==> src/rtl/clint_timer_pkg.sv <==
// Shared constants, register bundle and helpers for the CLINT machine timer.
package clint_timer_pkg;

  // Default byte offsets of the timer registers (low words; high word at +4)
  localparam logic [31:0] CLINT_MTIMECMP = 32'h0000_4000;
  localparam logic [31:0] CLINT_MTIME    = 32'h0000_BFF8;

  // Register values after reset
  localparam logic [63:0] MTIME_INIT    = '0;
  localparam logic [63:0] MTIMECMP_INIT = '1;

  typedef struct packed {
    logic [63:0] mtime;
    logic [63:0] mtimecmp;
  } timer_reg_type;

  localparam timer_reg_type TIMER_REG_INIT = '{mtime: MTIME_INIT, mtimecmp: MTIMECMP_INIT};

  // Decoded target of a bus access
  typedef enum logic [2:0] {
    SEL_NONE,
    SEL_CMP_LO,
    SEL_CMP_HI,
    SEL_TIME_LO,
    SEL_TIME_HI
  } reg_sel_e;

  // Byte-granular merge of write data into an existing word
  function automatic logic [31:0] merge_bytes(input logic [31:0] old,
                                              input logic [31:0] wdata,
                                              input logic [3:0]  wstrb);
    merge_bytes = old;
    for (int unsigned i = 0; i < 4; i++) begin
      if (wstrb[i]) merge_bytes[8*i +: 8] = wdata[8*i +: 8];
    end
  endfunction

endpackage

==> src/rtl/clint_prescaler.sv <==
// Tick generator: one tick every RTC_DIV clock cycles.
module clint_prescaler #(
  parameter int unsigned RTC_DIV = 10
) (
  input  logic clk,
  input  logic rst,
  output logic tick
);

  localparam logic [15:0] LAST = 16'(RTC_DIV - 1);

  logic [15:0] cnt;

  assign tick = (cnt == LAST);

  // Count 0..RTC_DIV-1, wrapping on the tick
  always_ff @(posedge clk) begin
    if (!rst) begin
      cnt <= '0;
    end else if (tick) begin
      cnt <= '0;
    end else begin
      cnt <= cnt + 16'd1;
    end
  end

endmodule

==> src/rtl/clint_timer.sv <==
// Memory-mapped machine timer: 64-bit mtime/mtimecmp with level interrupt.
module clint_timer
  import clint_timer_pkg::*;
#(
  parameter int unsigned RTC_DIV       = 10,
  parameter logic [31:0] ADDR_MTIMECMP = CLINT_MTIMECMP,
  parameter logic [31:0] ADDR_MTIME    = CLINT_MTIME
) (
  input  logic        rst,
  input  logic        clk,
  input  logic        timer_valid,
  input  logic [31:0] timer_addr,
  input  logic [31:0] timer_wdata,
  input  logic [3:0]  timer_wstrb,
  output logic [31:0] timer_rdata,
  output logic        timer_ready,
  output logic        timer_irpt
);

  localparam logic [13:0] OFS_CMP_LO  = ADDR_MTIMECMP[15:2];
  localparam logic [13:0] OFS_CMP_HI  = OFS_CMP_LO + 14'd1;
  localparam logic [13:0] OFS_TIME_LO = ADDR_MTIME[15:2];
  localparam logic [13:0] OFS_TIME_HI = OFS_TIME_LO + 14'd1;

  timer_reg_type r;
  timer_reg_type r_nxt;
  reg_sel_e      sel;
  logic          tick;
  logic          wr_en;
  logic [31:0]   rd_word;
  logic          unused_addr;

  assign unused_addr = ^{timer_addr[31:16], timer_addr[1:0]};

  clint_prescaler #(.RTC_DIV(RTC_DIV)) u_prescaler (
    .clk  (clk),
    .rst  (rst),
    .tick (tick)
  );

  // Decode the addressed word
  always_comb begin
    sel = SEL_NONE;
    if      (timer_addr[15:2] == OFS_CMP_LO)  sel = SEL_CMP_LO;
    else if (timer_addr[15:2] == OFS_CMP_HI)  sel = SEL_CMP_HI;
    else if (timer_addr[15:2] == OFS_TIME_LO) sel = SEL_TIME_LO;
    else if (timer_addr[15:2] == OFS_TIME_HI) sel = SEL_TIME_HI;
  end

  // Read mux and next register state; an mtime write overrides the tick
  always_comb begin
    wr_en   = timer_valid && (timer_wstrb != '0);
    r_nxt   = r;
    rd_word = '0;
    case (sel)
      SEL_CMP_LO:  rd_word = r.mtimecmp[31:0];
      SEL_CMP_HI:  rd_word = r.mtimecmp[63:32];
      SEL_TIME_LO: rd_word = r.mtime[31:0];
      SEL_TIME_HI: rd_word = r.mtime[63:32];
      default:     rd_word = '0;
    endcase
    if (tick) r_nxt.mtime = r.mtime + 64'd1;
    if (wr_en) begin
      case (sel)
        SEL_CMP_LO:  r_nxt.mtimecmp[31:0]  = merge_bytes(r.mtimecmp[31:0], timer_wdata, timer_wstrb);
        SEL_CMP_HI:  r_nxt.mtimecmp[63:32] = merge_bytes(r.mtimecmp[63:32], timer_wdata, timer_wstrb);
        SEL_TIME_LO: r_nxt.mtime = {r.mtime[63:32], merge_bytes(r.mtime[31:0], timer_wdata, timer_wstrb)};
        SEL_TIME_HI: r_nxt.mtime = {merge_bytes(r.mtime[63:32], timer_wdata, timer_wstrb), r.mtime[31:0]};
        default:     r_nxt = r_nxt;
      endcase
    end
  end

  // Register state, bus response and interrupt compare
  always_ff @(posedge clk) begin
    if (!rst) begin
      r           <= TIMER_REG_INIT;
      timer_ready <= 1'b0;
      timer_rdata <= '0;
      timer_irpt  <= 1'b0;
    end else begin
      r           <= r_nxt;
      timer_ready <= timer_valid;
      timer_rdata <= timer_valid ? rd_word : '0;
      timer_irpt  <= (r.mtime >= r.mtimecmp);
    end
  end

endmodule

==> config.mk <==
export PLATFORM = sky130hd
export DESIGN_NAME = clint_timer
export DESIGN_NICKNAME = d
export VERILOG_FILES = /design/src/rtl/clint_timer_pkg.sv /design/src/rtl/clint_prescaler.sv /design/src/rtl/clint_timer.sv
export SDC_FILE = /design/constraint.sdc
export NUM_CORES = 1
export LEC_CHECK = 0
export CAP_MARGIN = 20
export CORE_MARGIN = 2
export CORE_UTILIZATION = 50
export CTS_BUF_LIST = sky130_fd_sc_hd__clkbuf_4
export DETAILED_ROUTE_END_ITERATION = 8
export HOLD_SLACK_MARGIN = 0.12
export PLACE_DENSITY = 0.72
export SYNTH_ARGS = -nofsm -noshare
export SYNTH_HDL_FRONTEND = slang
export SYNTH_SLANG_ARGS = --single-unit
==> constraint.sdc <==
create_clock -name clk -period 4.45 [get_ports clk]
set_input_delay 0.445 -clock clk [delete_from_list [all_inputs] [get_ports clk]]
set_output_delay 0.445 -clock clk [all_outputs]
set_load 0.02 [all_outputs]
==> results_dict.tcl <==
set metrics [dict create \
    status "complete, no violations" \
    fin_skew_ns 0.0148 \
    core-area_mm2 0.0196 \
    viasPerCell 6.37 \
    fp.dieArea_mm2 0.0212 \
    holdPathEnd "r[7]" \
    ir_drop_mv 0.219 \
    io_buffers 86 \
    min_path_cells 2 \
    powerDensity_mw_per_mm2 239 \
    grt_pass1_wl_mm 50.5 \
    start_util_pct 51.3 \
    hold_slack_ns 0.277 \
    die_h_um 146 \
    finalMaxSlewViolations 0 \
    synth.most_common_cell "dfxtp_1" \
    drive_above_1_share_pct 6.24 \
    hold_viol_final 0 \
    synth.top_cells.by_area "dfxtp_1 (35%), ha_1 (8.3%), mux2i_1 (5.7%), nand2_1 (5.3%), a22oi_1 (5.0%)" \
    setup_viol 0 \
    max_freq_mhz 317 \
    area_delta_synth_final_pct 15.0 \
    syn_area_mm2 0.0100 \
    fin_area_mm2 0.0116 \
    post-route-drc-count 0 \
    timing.final.ws_setup_ns 1.29 \
    hp-start "rst" \
    synth_top_cell_area_share_pct 35.5 \
    cts_resized 0 \
    grt_max_degree 65 \
    ys_async_sr_fraction_pct 0 \
    cp_data_required_time_ns 4.98 \
    cts-root-buf "clkbuf_4" \
    synth_cells 1209 \
    grt_pass1_vias 9368 \
    fin_cells 1564 \
    ys.flop_type "dfxtp_1" \
    rows 51 \
    synth_common_cells "dfxtp_1 (178), nand2_1 (141), a21oi_1 (82), inv_1 (82)" \
    dr_total_vias 9963 \
    die_w_um 146 \
    fin_crit_sh_pct 71.0 \
    yosys_register_bits 178 \
    critPathKind "reg -> reg" \
    grt_overflow 0 \
    synth-xor-area-share_pct 1.05 \
    nNetsFinal 1423 \
    reg2reg_to "r[95]" \
    synth-adder-area-share_pct 8.34 \
    clkLatencyLatePin_ns 0.58 \
    wl_mm 31.8 \
    reg2reg_depth 6 \
    synth-edff-count 0 \
    cts_made_buffers 17 \
    slew_headroom_pct 35.0 \
    tns_ns 0 \
    syn-num-nets 1347 \
    critPathCaptureType "flip-flop" \
    tritoncts "yes" \
    arrival_ns 3.69 \
    synth_compound_area_share_pct 22.5 \
    path_max_fanout 8 \
    r2r-start "r[68]" \
    synth.avg_cell_area_um2 8.31 \
    cts_max_level 4 \
    rsz0062_at_grt "no" \
    r2r_setup_slack_ns 1.29 \
    routabilityCongestion 0.974 \
    avgRoutedWirePerCell_um 20.3 \
    post-cts-setup-buffers 0 \
    dpl.hpwl_mm 23.0 \
    holdBufCountCts 0 \
    seq_area_frac_synth_pct 35.5 \
    grt_use_total_pct 29.6 \
    place_inst 1531 \
    min_path_type "in -> reg" \
    dp_slack_ns 1.12 \
    min_period_ns 3.16 \
    crit_path_start_kind "flip-flop" \
    max_cap_viol_count 0 \
    ys_types 71 \
    placed_area_mm2 0.0112 \
    worst_pin_slew_ns 0.967 \
    cts_num_sinks 178 \
    pin_count 105 \
    synthSimpleGateAreaFrac_pct 21.3 \
    power.leakage_nw 5.03 \
    cts.path.max_buffers 2 \
    synthMuxAreaShare_pct 6.13 \
    drt_iter0_drc 948 \
    synth_warnings 0 \
    drtAntennaViolNets 0 \
    first_pass_iters 7 \
    path_clk_slew_ns 0.15 \
    antenna_found_initial 1 \
    yosys.area.top_type "dfxtp_1" \
    synth_top_family_by_area "compound AO/OA/AOI/OAI gates" \
]
[where the power goes]
part	leakage (nW)	total [W]	switching [W]	internal [W]
Sequential	1.44	0.00160	0.00000295	0.00160
Clock	0.167	0.00102	0.000615	0.000406
Combinational	3.43	0.000146	0.0000862	0.0000594
[worst max path at each step]
stage / end / cells past startpoint / slack (ns) / from
6_report: r[95] / 6 / 1.29 / r[68]
5_1_grt: r[95] / 6 / 1.13 / r[68]
4_1_cts: r[121] / 7 / 1.40 / u_prescaler.cnt[0]
3_5_place_dp: r[119] / 8 / 1.12 / timer_addr[9]
3_3_place_gp: r[119] / 8 / 1.20 / timer_addr[9]
2_1_floorplan: r[117] / 9 / 1.75 / u_prescaler.cnt[0]
[routing by layer]
layer	vias to the layer above	global-route usage, %	wire length (um)
met5	-	0	0
met4	0	11.0	1040
met3	78	5.61	2880
met2	482	47.4	14400
met1	4714	39.9	13500
li1	4689	-	-
[flip-flops by register name, summed over array words and instances (netlist names)]
register and flops:
r 128, timer_irpt 1, timer_ready 1, u_prescaler.cnt 16
timer_rdata 32
[cells by family after synthesis]
| kind of cell | after synthesis |
|---|---|
| AO/OA/AOI/OAI | 334 |
| XOR/XNOR | 12 |
| adder cells (fa/ha/maj) | 67 |
| buffers and inverters | 137 |
| flip-flops | 178 |
| multiplexers | 61 |
| AND/OR/NAND/NOR | 420 |
[worst max-delay path, cell delays in order (launching register included)]
cell and delay (ns):
dfxtp_1 0.51, nand4_1 0.31, nor4_1 0.91, o2111ai_1 0.49, nor4_1 0.42, mux2_2 0.38
nor2_1 0.09
[stage by stage]
step	utilization [%]	power, W
final	59.0	0.00277
after global routing	59.0	0.00285
after CTS	59.0	0.00278
after detailed placement	57.4	0.00178
after global placement	57.4	0.00178
after floorplan	-	0.00168
[placed cells by master, fill, tap and decap left out, types with 6 or more instances in the layout]
| cell | Yosys | routed |
|---|---|---|
| dfxtp_1 | 178 | 178 |
| nand2_1 | 141 | 141 |
| clkdlybuf4s50_1 | 0 | 85 |
| inv_1 | 82 | 82 |
| a21oi_1 | 82 | 82 |
| a22oi_1 | 67 | 67 |
| ha_1 | 67 | 67 |
| nand3_1 | 58 | 58 |
| nor2_1 | 63 | 58 |
| mux2i_1 | 57 | 57 |
| o21ai_0 | 50 | 50 |
| nand4_1 | 37 | 37 |
| buf_4 | 0 | 25 |
| nor3_1 | 22 | 22 |
| a211oi_1 | 18 | 18 |
| clkbuf_4 | 0 | 18 |
| and3_1 | 17 | 17 |
| and4_1 | 16 | 16 |
| a31oi_1 | 15 | 15 |
| o211ai_1 | 13 | 13 |
| nor4_1 | 12 | 12 |
| or3_1 | 11 | 11 |
| or4_1 | 9 | 9 |
| xor2_1 | 8 | 8 |
| o311ai_0 | 8 | 8 |
| a311oi_1 | 8 | 8 |
| o21a_1 | 8 | 8 |
| a221oi_1 | 7 | 7 |
| and2_1 | 6 | 6 |
| a21o_1 | 6 | 6 |
[layout make-up]
cell class | instances | area (um2)
clock buffer | 18 | 135
inverter | 83 | 312
clock inverter | 14 | 179
antenna | 1 | 2.50
fill | 1825 | 8040
multi-input combinational | 894 | 5970
sequential | 178 | 3560
timing repair buffer | 111 | 1060
tap | 265 | 332
(Power assumes the default switching activity.)
